===== src/rtl/interrupt_controller.sv =====
// interrupt_controller: N-source active-low IRQ unit with level/edge sampling, masking,
// fixed lowest-index priority, vectored request/ack/return handshake and bus registers.
module interrupt_controller #(
  parameter int          NUM_IRQ       = 3,
  parameter logic [31:0] BASE_ADDR     = 32'h4000,
  parameter logic [31:0] VECTOR_BASE   = 32'h10,
  parameter logic [31:0] VECTOR_STRIDE = 32'h4,
  parameter int          SYNC_STAGES   = 2
) (
  input  logic               clk,
  input  logic               reset,
  input  logic [NUM_IRQ-1:0] irq_sources,
  input  logic               halt,
  input  logic [31:0]        slv_address,
  input  logic [31:0]        slv_write_data,
  input  logic [1:0]         slv_mode,
  input  logic               slv_select,
  output logic [31:0]        slv_read_data,
  output logic               irq_req,
  output logic [31:0]        irq_vector,
  input  logic               irq_ack,
  input  logic [31:0]        ret_pc,
  output logic [31:0]        ipc,
  input  logic               end_isr,
  output logic               in_isr
);
  localparam int IW = NUM_IRQ > 1 ? $clog2(NUM_IRQ) : 1;
  logic [NUM_IRQ-1:0] s, prev, flags, mask, edge_mode, active_flag, pend, ev, w1c, frc, wdata;
  logic [IW-1:0] idx, active_irq;
  logic wr, rd, unused_wdata;
  generate
    if (SYNC_STAGES == 0) begin : g_nosync
      assign s = irq_sources;
    end else begin : g_sync
      logic [NUM_IRQ-1:0] sq [SYNC_STAGES];
      always_ff @(posedge clk or posedge reset)
        if (reset) begin
          for (int k = 0; k < SYNC_STAGES; k++) sq[k] <= '1;
        end else begin
          sq[0] <= irq_sources;
          for (int k = 1; k < SYNC_STAGES; k++) sq[k] <= sq[k-1];
        end
      assign s = sq[SYNC_STAGES-1];
    end
  endgenerate
  assign wdata = slv_write_data[NUM_IRQ-1:0];
  assign unused_wdata = &{1'b0, slv_write_data};
  assign wr = slv_select && slv_mode == 2'b10;
  assign rd = slv_select && slv_mode == 2'b01;
  assign w1c = (wr && slv_address == BASE_ADDR + 32'h4) ? wdata : '0;
  assign frc = (wr && slv_address == BASE_ADDR + 32'h14) ? wdata : '0;
  // level sources fire while low; edge sources only on a high-to-low transition
  assign ev = halt ? '0 : ~s & ~(edge_mode & ~prev);
  assign pend = flags & mask;
  always_comb begin
    idx = '0;
    for (int i = NUM_IRQ - 1; i >= 0; i--) if (pend[i]) idx = IW'(i);
  end
  assign irq_req = |pend && !in_isr && !halt;
  assign irq_vector = irq_req ? VECTOR_BASE + 32'(idx) * VECTOR_STRIDE : VECTOR_BASE;
  assign slv_read_data = !rd                                   ? '0 :
                         slv_address == BASE_ADDR              ? 32'(mask) :
                         slv_address == BASE_ADDR + 32'h4      ? 32'(flags) :
                         slv_address == BASE_ADDR + 32'h8      ? 32'(active_irq) :
                         slv_address == BASE_ADDR + 32'hc      ? 32'(active_flag) :
                         slv_address == BASE_ADDR + 32'h10     ? 32'(edge_mode) : '0;
  always_ff @(posedge clk or posedge reset)
    if (reset) begin
      mask        <= '0;
      flags       <= '0;
      edge_mode   <= '0;
      prev        <= '1;
      active_irq  <= '0;
      active_flag <= '0;
      ipc         <= '0;
      in_isr      <= 1'b0;
    end else begin
      flags <= (flags & ~w1c) | frc | ev;
      if (wr && slv_address == BASE_ADDR) mask <= wdata;
      if (wr && slv_address == BASE_ADDR + 32'h10) edge_mode <= wdata;
      if (!halt) begin
        prev <= s;
        if (end_isr && in_isr) in_isr <= 1'b0;
        else if (irq_ack && irq_req) begin
          in_isr      <= 1'b1;
          active_irq  <= idx;
          active_flag <= NUM_IRQ'(1) << idx;
          ipc         <= ret_pc;
        end
      end
    end
endmodule

===== config.mk =====
export PLATFORM = sky130hd
export DESIGN_NAME = interrupt_controller
export DESIGN_NICKNAME = d
export VERILOG_FILES = /design/src/rtl/interrupt_controller.sv
export SDC_FILE = /design/constraint.sdc
export NUM_CORES = 1
export LEC_CHECK = 0
export BUFFER_PORTS_ARGS = -buffer_cell sky130_fd_sc_hd__buf_2
export CORE_ASPECT_RATIO = 1.4
export CORE_UTILIZATION = 41
export DETAILED_ROUTE_END_ITERATION = 16
export PLACE_DENSITY = 0.8
export SLEW_MARGIN = 15
export SYNTH_ARGS = -nofsm -noshare
export SYNTH_HDL_FRONTEND = slang
export SYNTH_SLANG_ARGS = --single-unit

===== constraint.sdc =====
create_clock -name clk -period 2.9 [get_ports clk]
set_clock_uncertainty 0.05 [all_clocks]
set_input_delay 0.145 -clock clk [delete_from_list [all_inputs] [get_ports clk]]
set_output_delay 0.145 -clock clk [all_outputs]
set_load 0.02 [all_outputs]

==> results.py <==
metrics = {
    "synth": {
        "yosys.area.top_type_share_pct": 39.4,
        "area_contributors_post_synth": "sky130_fd_sc_hd__dfrtp_1 (39%), sky130_fd_sc_hd__buf_4 (15%), sky130_fd_sc_hd__mux2_2 (10%)",
        "synthDistinctLibCells": 39,
        "synth.largest_area_cell": "sky130_fd_sc_hd__dfrtp_1",
        "synth_enable_flop_cells": 0,
        "yosys.area_share.simple_pct": 11.3,
        "synth-seq-area-share_pct": 47.5,
        "synth_cells": 242,
        "synth-main-ff-cell": "sky130_fd_sc_hd__dfrtp_1",
        "netlist_area_sq_mm": 0.00292,
        "compound_cell_area_share_of_the_yosys_netlist_pct": 6.50,
        "synth_common_cells": "sky130_fd_sc_hd__buf_4 (60), sky130_fd_sc_hd__dfrtp_1 (46), sky130_fd_sc_hd__mux2_2 (27), sky130_fd_sc_hd__mux2_1 (14), sky130_fd_sc_hd__inv_1 (11)",
        "synth.yosys.warnings": 0,
        "yosys_register_bits": 55,
        "synth.most_common_cell": "sky130_fd_sc_hd__buf_4",
        "synth_fa_ha_area_share_pct": 0,
        "synth_top_family_by_area": "buffers and inverters",
        "synthArstFlopShare_pct": 100,
        "postSynthAreaPerCell_sq_um": 12.1,
        "synth_xor_xnor_area_share_pct": 0,
        "yosys-mux-area-fraction_pct": 15.8,
    },
    "worst_setup_path": {
        "end_kind": "output pin",
        "worstSetupEndpoint": "slv_read_data[2]",
        "r2r_end": "ipc[5]",
        "crit_path_start": "slv_address[27]",
        "critPathMaxFanout": 7,
        "worst_r2r_path_depth": 4,
        "critical_path_max_stage_delay_ns": 0.36,
        "cp.required_ns": 2.71,
        "path_cells": "buf_2 -> nor4_1 -> nand4_2 -> or2_1 -> nor4_1 -> buf_2",
        "timing_worst_setup_path_type": "primary input to output pin",
        "arrival_ns": 1.80,
        "critical_path.reg2reg.startpoint": "in_isr",
        "r2r_slack_ns": 1.10,
        "critPathLaunchType": "primary input",
        "crit_path_top_delay_cell": "sky130_fd_sc_hd__nor4_1",
    },
    "final_layout": {
        "count_of_nets_after_finishing": 470,
        "post-route-cell-area_sq_mm": 0.00351,
        "area_growth_pct": 20.2,
        "filler_cell_count": 628,
        "instances_no_fill": 459,
        "final_util_pct": 50.7,
        "antenna-diode-count": 0,
        "drive_gt1_share_pct": 47.8,
    },
    "global_route": {
        "number_of_antenna_violations_at_the_first_check_in_global_routing": 0,
        "grt_use_total_pct": 15.5,
        "gr-total-overflow": 0,
        "grt_use_met2_pct": 29.6,
        "grt_busiest_layer": "met2",
        "met3_usage_pct": 3.35,
        "first_global_vias": 1939,
        "grt_max_degree": 56,
        "global_route_wire_length_before_repair_um": 8870,
        "grt_use_met1_pct": 16.7,
    },
    "clocking": {
        "clock_tree.htree_level_count": 2,
        "clockRootBuffer": "sky130_fd_sc_hd__clkbuf_8",
        "cts_made_buffers": 5,
        "cts_tree": "done",
        "cts_post_setup_buffers_inserted": 0,
        "cts.clk_slew.worst_paths_ns": 0.09,
        "cts.repair.resized": 0,
        "clock_insertion_delay_worst_skew_ns": 0.30,
        "cts-hold-fix-buffers": 5,
        "max-clock-path-buffers": 2,
        "clock-sinks": 55,
    },
    "sta": {
        "final_period_minus_worst_setup_slack_ns": 2.00,
        "fin_worst_hold_slack_ns": -0.0328,
        "max_clock_freq_mhz": 500,
        "rsz_0062_raised_after_global_routing": "false",
        "hold_viol": 46,
        "totalNegativeSetupSlack_ns": 0,
        "finalMaxSlewViolations": 0,
        "post-route-period-util_pct": 68.9,
        "worst_margin_slew_ns": 0.947,
        "max_slew_margin_pct": 36.8,
        "finalSetupViolations": 0,
    },
    "detailed_routing": {
        "drt-pass1-iter-count": 4,
        "via_count": 2101,
        "drt_iter0_drc": 98,
        "via_per_inst": 4.58,
        "drt_total_wl_um": 5680,
        "routed_wire_length_per_instance_um": 12.4,
        "remaining_drc_errors": 0,
        "detail-route-antenna-nets": 0,
    },
    "run_status": {
        "outcome": "finished with violations",
        "failed_checks": "hold timing",
    },
    "placement": {
        "placement.cell_area_sq_mm": 0.00336,
        "portBuffers": 116,
        "dp.cells": 446,
        "gp_congestion": 0.818,
        "place.detailed.hpwl_um": 4440,
    },
    "pwr": {
        "cellPowerDensity_mw_per_mm2": 428,
        "leakage_uw": 0.00193,
        "ir_drop_worst_vdd_uv": 349,
    },
    "die": {
        "dieHeight_um": 102,
        "number_of_core_rows": 36,
        "die_width_um": 73.4,
        "num_io_pins": 205,
        "initial_cell_density_of_the_core_pct": 42.2,
        "die_area_sq_mm": 0.00748,
        "area_of_the_core_region_sq_mm": 0.00694,
    },
    "run": {
        "cap_violations": 0,
    },
    "worst_hold_path": {
        "worst_hold_path_type": "primary input to async pin",
    },
}
[worst min-delay path by stage]
stage / from / cells after the start / to
detailed placement: irq_sources[1] / 1 / g_sync.sq[4]
global placement: irq_sources[1] / 1 / g_sync.sq[4]
floorplan: irq_sources[0] / 0 / g_sync.sq[3]
finish: reset / 2 / ipc[28]
global route: ret_pc[0] / 2 / ipc[0]
CTS: ret_pc[12] / 2 / ipc[12]
[cell families (layout without fill, tap and decap cells)]
| family | Yosys count | count (layout) |
|---|---|---|
| buffers and inverters | 77 | 142 |
| other | 2 | 59 |
| AO/OA/AOI/OAI | 24 | 24 |
| AND/OR/NAND/NOR | 43 | 43 |
| flip-flops | 55 | 55 |
| multiplexers | 41 | 41 |
[sequential cells by signal (all words and copies together), names as in the netlist]
name	flops
edge_mode	3
ipc	32
active_flag	3
mask	3
s	3
g_sync.sq	3
in_isr	1
flags	3
prev	3
active_irq	1
[through the flow]
stage               hold WS [ns]  power [uW]  worst slack (ns)
floorplan                 0.0995        1040             0.895
global placement           0.202        1050             0.956
detailed placement         0.202        1060             0.891
CTS                      0.00106        1520             0.889
global route             0.00724        1580             0.785
finish                   -0.0328        1510             0.902
[critical path: cells and delay by family]
kind	cells	cell delay, ns
buffers and inverters	2	0.31
AND/OR/NAND/NOR	4	1.34
[routing by layer]
layer,vias up,wire length (um)
met2,120,3140
li1,972,-
met4,0,64
met1,1002,2020
met5,-,0
met3,7,455
[area by class of cell]
type                            count  area [sq um]  share of cell area (%)
Inverter                           11          42.5                    1.21
Clock inverter                      1          7.51                   0.214
Timing Repair Buffer              123           646                    18.4
Sequential cell                    55          1390                    39.5
Multi-Input combinational cell    167          1220                    34.6
Clock buffer                        7          96.3                    2.74
Tap cell                           95           119                    3.38
[layout by cell type, fill, tap and decap left out, types with 6 or more instances in the layout]
master	count
sky130_fd_sc_hd__mux2_2	27
sky130_fd_sc_hd__conb_1	59
sky130_fd_sc_hd__dfrtp_1	46
sky130_fd_sc_hd__mux2_1	14
sky130_fd_sc_hd__buf_2	116
sky130_fd_sc_hd__inv_1	10
sky130_fd_sc_hd__dfstp_2	9
sky130_fd_sc_hd__clkbuf_8	7
sky130_fd_sc_hd__nand2_1	6
[power breakdown]
group / internal, uW / total (uW) / leakage, uW / switching, uW
Combinational: 80.9 / 237 / 0.00118 / 156
Sequential: 801 / 814 / 0.000693 / 13.1
Clock: 218 / 455 / 0.0000505 / 237
Total: 1100 / 1510 / 0.00193 / 406
(Power assumes the default switching activity.)
